==> config.mk <==
export PLATFORM = sky130hd
export DESIGN_NAME = spwm_gen_flat
export DESIGN_NICKNAME = d
export VERILOG_FILES = /design/src/rtl/spwm_pkg.sv /design/src/rtl/spwm_if.sv /design/src/rtl/spwm_carrier.sv /design/src/rtl/spwm_gen.sv /design/src/flat_wrapper.sv
export SDC_FILE = /design/constraint.sdc
export NUM_CORES = 1
export LEC_CHECK = 0
export CORE_MARGIN = 1
export CORE_UTILIZATION = 40
export CTS_BUF_LIST = sky130_fd_sc_hd__clkbuf_16
export CTS_CLUSTER_DIAMETER = 40
export DETAILED_ROUTE_END_ITERATION = 6
export SYNTH_ARGS = -nofsm -noshare
export SYNTH_HDL_FRONTEND = slang
export SYNTH_HIERARCHICAL = 1
export SYNTH_SLANG_ARGS = --single-unit
==> constraint.sdc <==
create_clock -name clk -period 6.2 [get_ports clk]
set_input_delay 0.62 -clock clk [delete_from_list [all_inputs] [get_ports clk]]
set_output_delay 0.62 -clock clk [all_outputs]
set_load 0.02 [all_outputs]
==> src/rtl/spwm_pkg.sv <==
// spwm_pkg: shared types, widths, default parameters and duty arithmetic
// helpers for the sinusoidal PWM generator (spwm_gen).
// Optional feature macro used by the block: SPWM_SYNC_OUT_EN.
package spwm_pkg;

  // Default timing: 10000 clk per carrier gives a 5 kHz carrier at 50 MHz.
  localparam int CLK_PER_CARRIER_DEF = 10000;
  // Full-scale duty in clk cycles; must equal the carrier length so that
  // duty == DUTY_MAX means "high for the whole carrier".
  localparam int DUTY_MAX_DEF        = 10000;

  // Port widths.
  localparam int CICLOS_W = 11;
  localparam int DUTY_W   = 16;

  // Quarter-wave sequencer states. IDLE is the reset/parked state.
  typedef enum logic [2:0] {
    IDLE   = 3'd0,
    RISE_P = 3'd1,
    FALL_P = 3'd2,
    RISE_N = 3'd3,
    FALL_N = 3'd4
  } state_t;

  // Rising step: duty + step, clamped to full scale. The sum is formed one
  // bit wider than the operands so a large step can never wrap around.
  function automatic logic [DUTY_W-1:0] duty_rise(
    input logic [DUTY_W-1:0] duty,
    input logic [DUTY_W-1:0] step,
    input logic [DUTY_W:0]   full
  );
    logic [DUTY_W:0] sum;
    sum = {1'b0, duty} + {1'b0, step};
    if (sum > full) begin
      return full[DUTY_W-1:0];
    end
    return sum[DUTY_W-1:0];
  endfunction

  // Falling step: duty - step, floored at zero (equal values give zero).
  function automatic logic [DUTY_W-1:0] duty_fall(
    input logic [DUTY_W-1:0] duty,
    input logic [DUTY_W-1:0] step
  );
    if (duty > step) begin
      return duty - step;
    end
    return '0;
  endfunction

  // Half-wave decode used for the output legs.
  function automatic logic is_pos_half(input state_t st);
    return (st == RISE_P) || (st == FALL_P);
  endfunction

  function automatic logic is_neg_half(input state_t st);
    return (st == RISE_N) || (st == FALL_N);
  endfunction

endpackage

==> src/rtl/spwm_if.sv <==
// spwm_if: control inputs and PWM outputs of spwm_gen bundled as one bus.
// With SPWM_SYNC_OUT_EN defined the bus also carries the 1-clk sync strobe.
//
// Signalling: there is no valid/ready handshake on this bus. ciclos_pwm and
// cte are levels sampled every clk but only take effect when the generator
// latches them (leaving IDLE, or at the end of a full sine period). The
// outputs are plain registered levels, valid every clk after reset.
interface spwm_if;
  import spwm_pkg::*;

  logic [CICLOS_W-1:0] ciclos_pwm;  // carrier periods per quarter sine
  logic [DUTY_W-1:0]   cte;         // duty step per carrier, in clk
  logic                pwm_p;       // positive-half leg
  logic                pwm_n;       // negative-half leg
  logic                half_n;      // 1 during the negative half

`ifdef SPWM_SYNC_OUT_EN
  logic                sync;        // pulse at the start of each sine period

  modport master (
    output ciclos_pwm,
    output cte,
    input  pwm_p,
    input  pwm_n,
    input  half_n,
    input  sync
  );

  modport slave (
    input  ciclos_pwm,
    input  cte,
    output pwm_p,
    output pwm_n,
    output half_n,
    output sync
  );
`else
  modport master (
    output ciclos_pwm,
    output cte,
    input  pwm_p,
    input  pwm_n,
    input  half_n
  );

  modport slave (
    input  ciclos_pwm,
    input  cte,
    output pwm_p,
    output pwm_n,
    output half_n
  );
`endif

endinterface

==> src/rtl/spwm_carrier.sv <==
// spwm_carrier: PWM carrier counter for spwm_gen. Counts
// 0..CLK_PER_CARRIER-1 while run_i is high and raises wrap_o on the last
// count of every carrier period. While run_i is low the count is parked at
// zero, so the first running clk always sees a count of 0.
module spwm_carrier
  import spwm_pkg::*;
#(
  parameter int CLK_PER_CARRIER = CLK_PER_CARRIER_DEF
) (
  input  logic              clk,
  input  logic              rst,
  input  logic              run_i,
  output logic [DUTY_W-1:0] cnt_o,
  output logic              wrap_o
);

  localparam logic [DUTY_W-1:0] CNT_LAST = DUTY_W'(CLK_PER_CARRIER - 1);
  localparam logic [DUTY_W-1:0] CNT_ONE  = DUTY_W'(1);

  logic [DUTY_W-1:0] cnt_q;
  logic [DUTY_W-1:0] cnt_d;
  logic              at_last_d;

  assign at_last_d = (cnt_q == CNT_LAST);

  // Next count: park at zero when stopped, wrap after the last count.
  always_comb begin
    cnt_d = cnt_q;
    if (!run_i) begin
      cnt_d = '0;
    end else if (at_last_d) begin
      cnt_d = '0;
    end else begin
      cnt_d = cnt_q + CNT_ONE;
    end
  end

  // Counter register with synchronous reset.
  always_ff @(posedge clk) begin
    if (rst) begin
      cnt_q <= '0;
    end else begin
      cnt_q <= cnt_d;
    end
  end

  assign cnt_o  = cnt_q;
  assign wrap_o = run_i && at_last_d;

endmodule

==> src/rtl/spwm_gen.sv <==
// spwm_gen: sinusoidal-approximation PWM generator. Each quarter of the
// output sine lasts ciclos_l carrier periods; the duty ramps up by cte_l per
// carrier in a RISE state and down by cte_l in a FALL state. The positive
// half drives pwm_p, the negative half drives pwm_n.
// Optional feature macro: SPWM_SYNC_OUT_EN adds bus.sync, a 1-clk strobe
// coincident with the first registered output clk of every RISE_P entry.
// state_o mirrors the sequencer state for observation.
module spwm_gen
  import spwm_pkg::*;
#(
  parameter int CLK_PER_CARRIER = CLK_PER_CARRIER_DEF,
  // Must equal CLK_PER_CARRIER: full-scale duty is a whole carrier.
  parameter int DUTY_MAX        = DUTY_MAX_DEF
) (
  input  logic   clk,
  input  logic   rst,
  spwm_if.slave  bus,
  output state_t state_o
);

  localparam logic [DUTY_W:0]     DUTY_FULL  = (DUTY_W + 1)'(DUTY_MAX);
  localparam logic [CICLOS_W-1:0] CICLOS_ONE = CICLOS_W'(1);

  // Sequencer and datapath registers.
  state_t              state_q;
  logic [CICLOS_W-1:0] q_q;          // carrier wraps seen in this state
  logic [DUTY_W-1:0]   duty_q;       // high time of the current carrier
  logic [CICLOS_W-1:0] ciclos_l_q;   // latched quarter length
  logic [DUTY_W-1:0]   cte_l_q;      // latched duty step

  // Registered outputs.
  logic                pwm_p_q;
  logic                pwm_n_q;
  logic                half_n_q;
`ifdef SPWM_SYNC_OUT_EN
  logic                sync_q;
`endif

  // Carrier counter interface.
  logic                run_d;
  logic [DUTY_W-1:0]   cnt;
  logic                wrap;

  // Combinational helpers feeding the sequencer.
  logic                q_last_d;     // this wrap ends the quarter
  logic [DUTY_W-1:0]   duty_up_d;
  logic [DUTY_W-1:0]   duty_dn_d;
  logic                leg_on_d;     // count is inside the high time
  logic                pos_half_d;
  logic                neg_half_d;
  logic                new_ciclos_zero_d;

  assign run_d = (state_q != IDLE);

  spwm_carrier #(
    .CLK_PER_CARRIER (CLK_PER_CARRIER)
  ) u_carrier (
    .clk    (clk),
    .rst    (rst),
    .run_i  (run_d),
    .cnt_o  (cnt),
    .wrap_o (wrap)
  );

  // ciclos_l_q is never zero outside IDLE, so ciclos_l_q - 1 cannot wrap
  // while it is used.
  assign q_last_d          = (q_q == (ciclos_l_q - CICLOS_ONE));
  assign duty_up_d         = duty_rise(duty_q, cte_l_q, DUTY_FULL);
  assign duty_dn_d         = duty_fall(duty_q, cte_l_q);
  assign leg_on_d          = (cnt < duty_q);
  assign pos_half_d        = is_pos_half(state_q);
  assign neg_half_d        = is_neg_half(state_q);
  assign new_ciclos_zero_d = (bus.ciclos_pwm == '0);

  // Quarter-wave sequencer, duty ramp and output registers in one process.
  // Outputs are computed from the state/count/duty of this clk and appear
  // one clk later. A duty of 0 never satisfies cnt < duty (leg low); a duty
  // of DUTY_MAX is above every count (leg high for the whole carrier).
  always_ff @(posedge clk) begin
    if (rst) begin
      state_q    <= IDLE;
      q_q        <= '0;
      duty_q     <= '0;
      ciclos_l_q <= '0;
      cte_l_q    <= '0;
      pwm_p_q    <= 1'b0;
      pwm_n_q    <= 1'b0;
      half_n_q   <= 1'b0;
`ifdef SPWM_SYNC_OUT_EN
      sync_q     <= 1'b0;
`endif
    end else begin
      pwm_p_q  <= pos_half_d && leg_on_d;
      pwm_n_q  <= neg_half_d && leg_on_d;
      half_n_q <= neg_half_d;
`ifdef SPWM_SYNC_OUT_EN
      // First clk of a RISE_P state: first carrier, count zero.
      sync_q   <= (state_q == RISE_P) && (q_q == '0) && (cnt == '0);
`endif

      case (state_q)
        IDLE: begin
          q_q    <= '0;
          duty_q <= '0;
          if (!new_ciclos_zero_d) begin
            ciclos_l_q <= bus.ciclos_pwm;
            cte_l_q    <= bus.cte;
            state_q    <= RISE_P;
          end
        end

        RISE_P, RISE_N: begin
          if (wrap) begin
            // The ramp step also applies on the last wrap, so the first
            // FALL carrier starts one step above the last RISE carrier.
            duty_q <= duty_up_d;
            if (q_last_d) begin
              q_q     <= '0;
              state_q <= (state_q == RISE_P) ? FALL_P : FALL_N;
            end else begin
              q_q <= q_q + CICLOS_ONE;
            end
          end
        end

        FALL_P: begin
          if (wrap) begin
            if (q_last_d) begin
              q_q     <= '0;
              duty_q  <= '0;
              state_q <= RISE_N;
            end else begin
              q_q    <= q_q + CICLOS_ONE;
              duty_q <= duty_dn_d;
            end
          end
        end

        FALL_N: begin
          if (wrap) begin
            if (q_last_d) begin
              // End of a full sine period: the only place new settings are
              // picked up while running. A zero quarter length parks us.
              q_q        <= '0;
              duty_q     <= '0;
              ciclos_l_q <= bus.ciclos_pwm;
              cte_l_q    <= bus.cte;
              state_q    <= new_ciclos_zero_d ? IDLE : RISE_P;
            end else begin
              q_q    <= q_q + CICLOS_ONE;
              duty_q <= duty_dn_d;
            end
          end
        end

        default: begin
          q_q     <= '0;
          duty_q  <= '0;
          state_q <= IDLE;
        end
      endcase
    end
  end

  assign bus.pwm_p  = pwm_p_q;
  assign bus.pwm_n  = pwm_n_q;
  assign bus.half_n = half_n_q;
`ifdef SPWM_SYNC_OUT_EN
  assign bus.sync   = sync_q;
`endif
  assign state_o    = state_q;

endmodule

==> src/flat_wrapper.sv <==
// flat-port wrapper written by rule: the top's interface ports become plain ports
module spwm_gen_flat import spwm_pkg::*;
#(
  parameter int CLK_PER_CARRIER = CLK_PER_CARRIER_DEF,
                                                                    
  parameter int DUTY_MAX        = DUTY_MAX_DEF
)
  (clk, rst, state_o, bus_ciclos_pwm, bus_cte, bus_pwm_p, bus_pwm_n, bus_half_n);
  spwm_if bus_i ();
  input  logic clk;
  input  logic rst;
  output state_t state_o;
  input wire logic [$bits(bus_i.ciclos_pwm)-1:0] bus_ciclos_pwm;
  input wire logic [$bits(bus_i.cte)-1:0] bus_cte;
  output wire logic [$bits(bus_i.pwm_p)-1:0] bus_pwm_p;
  output wire logic [$bits(bus_i.pwm_n)-1:0] bus_pwm_n;
  output wire logic [$bits(bus_i.half_n)-1:0] bus_half_n;
  assign bus_i.ciclos_pwm = bus_ciclos_pwm;
  assign bus_i.cte = bus_cte;
  assign bus_pwm_p = bus_i.pwm_p;
  assign bus_pwm_n = bus_i.pwm_n;
  assign bus_half_n = bus_i.half_n;
  spwm_gen #(.CLK_PER_CARRIER(CLK_PER_CARRIER), .DUTY_MAX(DUTY_MAX)) u_core (.clk(clk), .rst(rst), .bus(bus_i), .state_o(state_o));
endmodule
=== Yosys cells after proc, flatten, opt, wreduce, memory -nomap -nowiden ===
Cells that the tools add are included.

* Register bits after elaboration: 76
* Word-level logic and storage cells: 79
* Input bits: 29
* Output and inout bits: 6

* Bitwise gates (word level): 2
* Add/subtract/negate cells: 5
* Magnitude comparators: 3
* Reductions and logical operators: 17
* Multiplexer cells: 29
* Eq/ne operators: 14

{| class="wikitable"
|+ Operators with widths
! operator !! number
|-
| $mux W16 || 10
|-
| $pmux W16 S2 || 2
|-
| $mux W11 || 4
|-
| $mux W3 || 8
|-
| $pmux W11 S2 || 1
|-
| $add A16 B16 Y17 || 1
|-
| $gt A17 B14 Y1 const B || 1
|-
| $add A16 B1 Y16 const B || 1
|-
| $eq A16 B14 Y1 const B || 1
|-
| $gt A16 B16 Y1 || 1
|-
| $lt A16 B16 Y1 || 1
|-
| $sub A16 B16 Y16 || 1
|-
| $pmux W3 S4 || 1
|-
| $add A11 B1 Y11 const B || 1
|-
| $eq A11 B11 Y1 || 1
|-
| $logic_not A11 Y1 || 1
|-
| $sub A11 B1 Y11 const B || 1
|-
| $ne A2 B1 Y1 const B || 4
|-
| $ne A2 B2 Y1 const B || 4
|-
| $reduce_and A7 Y1 || 1
|-
| $eq A3 B2 Y1 const B || 2
|-
| $reduce_or A2 Y1 || 3
|-
| $reduce_and A4 Y1 || 1
|-
| $reduce_or A4 Y1 || 1
|-
| other kinds (11) || 17
|}

=== Longest topological paths before layout ===
* Depth in word-level cells: 6
* Depth in mapped cells: 14
* Gate-level depth less buffers: 13

=== Hierarchy ===
The synthesis kept the hierarchy.

{| class="wikitable"
|+ By module, submodules not included
! module !! times used !! cells an instance !! sequential area each (sq um) !! area an instance (sq um)
|-
| spwm_gen || 1 || 645 || 1201.2 || 5185.0
|-
| spwm_carrier || 1 || 87 || 320.3 || 752.0
|}

=== Worst setup path before layout ===
OpenSTA, ideal clock, no wires.

* Kind: flip-flop to flip-flop
* From: register u_core.duty_q[0]
* To: register u_core.duty_q[5]
* Period minus slack after synthesis: 2.899 ns
* Path buffers: 0
* Arrival: 2.796 ns
* Setup time: 0.103 ns
* Data required time: 6.097 ns
* Stages on the path, launching flop included: 13
* Setup slack: 3.301 ns
* Cells stage by stage: dfxtp_1 -> ha_1 -> inv_1 -> fa_1 -> o21bai_1 -> a211oi_1 -> or4_1 -> a31oi_1 -> o211ai_1 -> a31oi_1 -> o211a_4 -> a211oi_1 -> a2111oi_2

* Longest elaborated chain between the ends: 6
* Elaborated cells on any way between the ends: 13
* Classes of those cells: add/sub: 2; order compare: 2; mux: 9

{| class="wikitable"
|+ Ends and longest elaborated chain
! element !! RTL line !! source
|-
| from (decl) || spwm_gen.sv:27 || <nowiki>logic [DUTY_W-1:0] duty_q;</nowiki>
|-
| from (signal assigned) || spwm_gen.sv:116 || <nowiki>duty_q <= duty_up_d;</nowiki>
|-
| from (signal assigned) || spwm_gen.sv:134 || <nowiki>duty_q <= duty_dn_d;</nowiki>
|-
| from (signal assigned) || spwm_gen.sv:151 || <nowiki>duty_q <= duty_dn_d;</nowiki>
|-
| $add A16 B16 Y17, or another cell as far along || spwm_pkg.sv:33 || <nowiki>sum = {1'b0, duty} + {1'b0, step};</nowiki>
|-
| $gt A17 B14 Y1, or another cell as far along || spwm_pkg.sv:34 || <nowiki>if (sum > full) begin</nowiki>
|-
| $mux W1 / $mux W16 (equally long branches) || spwm_pkg.sv:34, spwm_pkg.sv:48 ||
|-
| $mux W16, on equally long branches || spwm_pkg.sv:37, spwm_gen.sv:128, spwm_gen.sv:141 ||
|-
| $mux W16, on equally long branches || spwm_gen.sv:113, spwm_gen.sv:140 ||
|-
| $pmux W16 S2 * || spwm_gen.sv:101 || <nowiki>case (state_q)</nowiki>
|}

Every way passes the cells marked *; elsewhere a longest branch is shown, timed or not. The select of a mux whose other input is x is not followed.
A chain may end at the register's enable or synchronous reset.

=== Worst setup path in the final report ===
* From: register u_core.ciclos_l_q[0]
* To: register u_core.cte_l_q[5]

* Longest elaborated chain between the ends: 4

{| class="wikitable"
|+ Ends and longest elaborated chain
! element !! RTL line !! source
|-
| from (decl) || spwm_gen.sv:28 || <nowiki>logic [CICLOS_W-1:0] ciclos_l_q;</nowiki>
|-
| from (signal assigned) || spwm_gen.sv:106 || <nowiki>ciclos_l_q <= bus.ciclos_pwm;</nowiki>
|-
| from (signal assigned) || spwm_gen.sv:146 || <nowiki>ciclos_l_q <= bus.ciclos_pwm;</nowiki>
|-
| $sub A11 B1 Y11 || spwm_gen.sv:67 || <nowiki>assign q_last_d = (q_q == (ciclos_l_q - CICLOS_ONE));</nowiki>
|-
| $eq A11 B11 Y1 || spwm_gen.sv:67 ||
|-
| $ne A2 B1 Y1 (no source line) || -- ||
|-
| $reduce_and A4 Y1 (no source line) || -- ||
|-
| to (signal assigned) || spwm_gen.sv:107 || <nowiki>cte_l_q <= bus.cte;</nowiki>
|-
| to (signal assigned) || spwm_gen.sv:147 || <nowiki>cte_l_q <= bus.cte;</nowiki>
|-
| to (decl) || spwm_gen.sv:29 || <nowiki>logic [DUTY_W-1:0] cte_l_q;</nowiki>
|}

Every way passes these cells.

==> results.toml <==
[floorplanning]
rows = 44
initial_core_util_pct = 40.8
die_w_um = 124
ios = 35
core_region_area_sq_um = 14500
die_y_um = 124
dieArea_sq_um = 15300

[logic_synthesis]
async_flop_share_pct = 0
synth_area_leaders = "dfxtp_1 (26%), ha_1 (11%), xnor2_1 (5.8%)"
syn-num-nets = 813
syn_area_sq_um = 5940
syn_avg_cell_area_sq_um = 8.11
ys_warn_count = 6
synth_commonest_cells = "nor2_1 (88), dfxtp_1 (76), inv_1 (57)"
ys.flop_type = "dfxtp_1"
synthCells = 732
synth_top_area_share_pct = 25.6
synth_most_common_cell = "nor2_1"
yosysSeqAreaShare_pct = 25.6
synth_edf_count = 0
synth_area_leader_cell = "dfxtp_1"
synth-seq-cells = 76
synth_cell_types = 69

[setup_path]
path_max_fanout = 27
critPathSlowestCell = "and4_1"
reg2reg_to = "u_core/cte_l_q[5]"
reg2reg_from = "u_core/ciclos_l_q[0]"
reg2reg_depth = 12
crit_arrival_ns = 3.88
r2r_slack_ns = 2.53
cpPeakStageDelay_ns = 0.65
startpoint_type = "register"
cp_cell_sequence = "inv_1 > ha_1 > nor3b_1 > nand2_2 > o311a_1 > o31ai_1 > and4_1 > nand2_4 > a21oi_4 > buf_4 > mux2i_1 > nor2_1"
required_ns = 6.41
end_kind = "register"
critPathKind = "register to register"

[sta]
tightest_slew_ns = 0.641
fin_tns_setup_ns = 0
grt_setup_unrepaired = "false"
timing.final.ws_setup_ns = 2.53
clock_skew_ns = 0.0103
fin_crit_sh_pct = 59.1
setup_viol = 0
slew_viol_final = 0
worst_hold_slack_ns = 0.500
hold_violations = 0
post-route-min-period_ns = 3.67
fmax_mhz = 273
relSlewSlack_pct = 56.7

[clock_network]
clkTransAtPathRegs_ns = 0.07
clkSinkCount = 76
cts_tree = "built"
post_cts_buffers = 0
post_cts_resized = 0
hold_buffers = 0
clk_latency_ns = 0.35
cts_max_level = 3
clock_path_buffers = 2
numCtsBuffers = 9
cts-root-buf = "clkbuf_16"

[route]
viasPerCell = 5.64
drc_errors = 0
ant_nets = 0
wirelength_um = 15300
wl_per_cell_um = 16.4
first_iter_violations = 458
firstDrtPassIters = 5
vias = 5266

[cells_and_area]
nets = 825
antenna_cells = 0
layout-drive-gt1-share_pct = 5.21
synthToLayoutAreaGrowth_pct = 11.6
fin_util_pct = 45.6
fin_cells = 933

[pwr]
p_sw_share_pct = 33.3
peakVddDrop_uv = 184
p_leak_nw = 2.65
power_frac_clock_pct = 36.5
powerDensity_nw_per_um2 = 228
combinationalPowerShare_pct = 27.9
power_frac_seq_pct = 35.6
power_switching_mw = 0.504
p_int_mw = 1.01

[worst_hold_path]
hold_class = "register to register"
hold_path.startpoint = "u_core/duty_q[14]"
holdPathEnd = "u_core/duty_q[14]"
min_path_cells = 2

[grt]
grt_usage_pct = 21.3
grt_max_degree = 54
antenna_found_initial = 0
grt_pass1_vias = 4938
grt_pass1_wl_um = 25000
grt_overflow = 0

[placed_design]
globalplace.congestion = 0.961
place_hpwl_um = 11500
place_ws_ns = 2.57
io_buffer_count = 34
place_inst = 917

[run_status]
status = "complete, no violations"

[run]
maxCapViolations = 0
final cells by class:
type,instances,area (sq um)
clock buffers,9,225
clock inverters,7,81.3
fillers,1454,7910
inverters,57,214
multi-input cells,563,3990
flip-flops and latches,76,1520
well taps,184,230
repair buffers,37,358
worst max-delay path: cells and delay by family, from the launching register on:
family / cells / cell delay, ns
buffers and inverters: 2 / 0.52
AOI/OAI and AO/OA: 3 / 0.59
muxes: 1 / 0.25
DFF: 1 / 0.36
adders and majority gates: 1 / 0.28
and+or+nand+nor: 5 / 1.50
power groups by stage:
stage          logic [mW]  clock network [mW]  registers (mW)
2_1_floorplan       0.321                   0           0.540
3_3_place_gp        0.411                   0           0.549
3_5_place_dp        0.415                   0           0.550
4_1_cts             0.419               0.566           0.539
5_1_grt             0.465               0.585           0.542
6_report            0.422               0.552           0.539
kinds of logic after synthesis:
kind of cell    after synthesis  synth area share, %
simple gates                260                 22.6
compound gates              163                 19.7
buf+inv                      93                 7.23
flops                        76                 25.6
xor+xnor                     58                 8.56
fa+ha+maj                    52                 11.2
mux                          30                 5.06
worst max-delay path by stage:
| stage | from | endpoint | slack, ns |
|---|---|---|---|
| after floorplan | u_core/duty_q[0] | u_core/duty_q[5] | 3.30 |
| after global placement | u_core/ciclos_l_q[0] | u_core/cte_l_q[5] | 2.72 |
| after detailed placement | u_core/ciclos_l_q[0] | u_core/cte_l_q[5] | 2.57 |
| after CTS | u_core/ciclos_l_q[0] | u_core/cte_l_q[5] | 2.53 |
| after global routing | u_core/ciclos_l_q[0] | u_core/cte_l_q[10] | 2.20 |
| final | u_core/ciclos_l_q[0] | u_core/cte_l_q[5] | 2.53 |
layer usage:
layer	GRT usage, %	vias to the layer above	wire, um
li1	-	2622	-
met1	27.1	2458	7170
met2	34.0	144	6750
met3	5.17	42	874
met4	9.26	0	469
met5	0	-	0
state kept, by name, indices dropped and copies added, names as in the netlist:
| register | count |
|---|---|
| u_core/bus.pwm_p | 1 |
| u_core/bus.half_n | 1 |
| u_core/u_carrier/cnt_o | 16 |
| u_core/state_o | 3 |
| u_core/bus.pwm_n | 1 |
| u_core/ciclos_l_q | 11 |
| u_core/duty_q | 16 |
| u_core/q_q | 11 |
| u_core/cte_l_q | 16 |
metrics by stage:
stage	power [mW]	area [sq um]
2_1_floorplan	0.861	5940
3_3_place_gp	0.960	6320
3_5_place_dp	0.965	6320
4_1_cts	1.52	6620
5_1_grt	1.59	6620
6_report	1.51	6620
cells in the final DEF, fill, tap and decap left out, drive strengths merged, types with 6 or more instances in the layout:
master and n:
a211oi 10, a21o 14, a21oi 42, a221oi 12, a31oi 7, and3 8, clkbuf 9, clkdlybuf4s50 33
dfxtp 76, ha 50, inv 60, mux2i 30, nand2 36, nand2b 11, nand3 20, nand4 10
nor2 89, nor2b 14, nor3 21, nor4 10, o211ai 6, o21ai 21, or2 10, or3 6
xnor2 39, xor2 19
No activity file was read; power rests on OpenSTA's default activity.
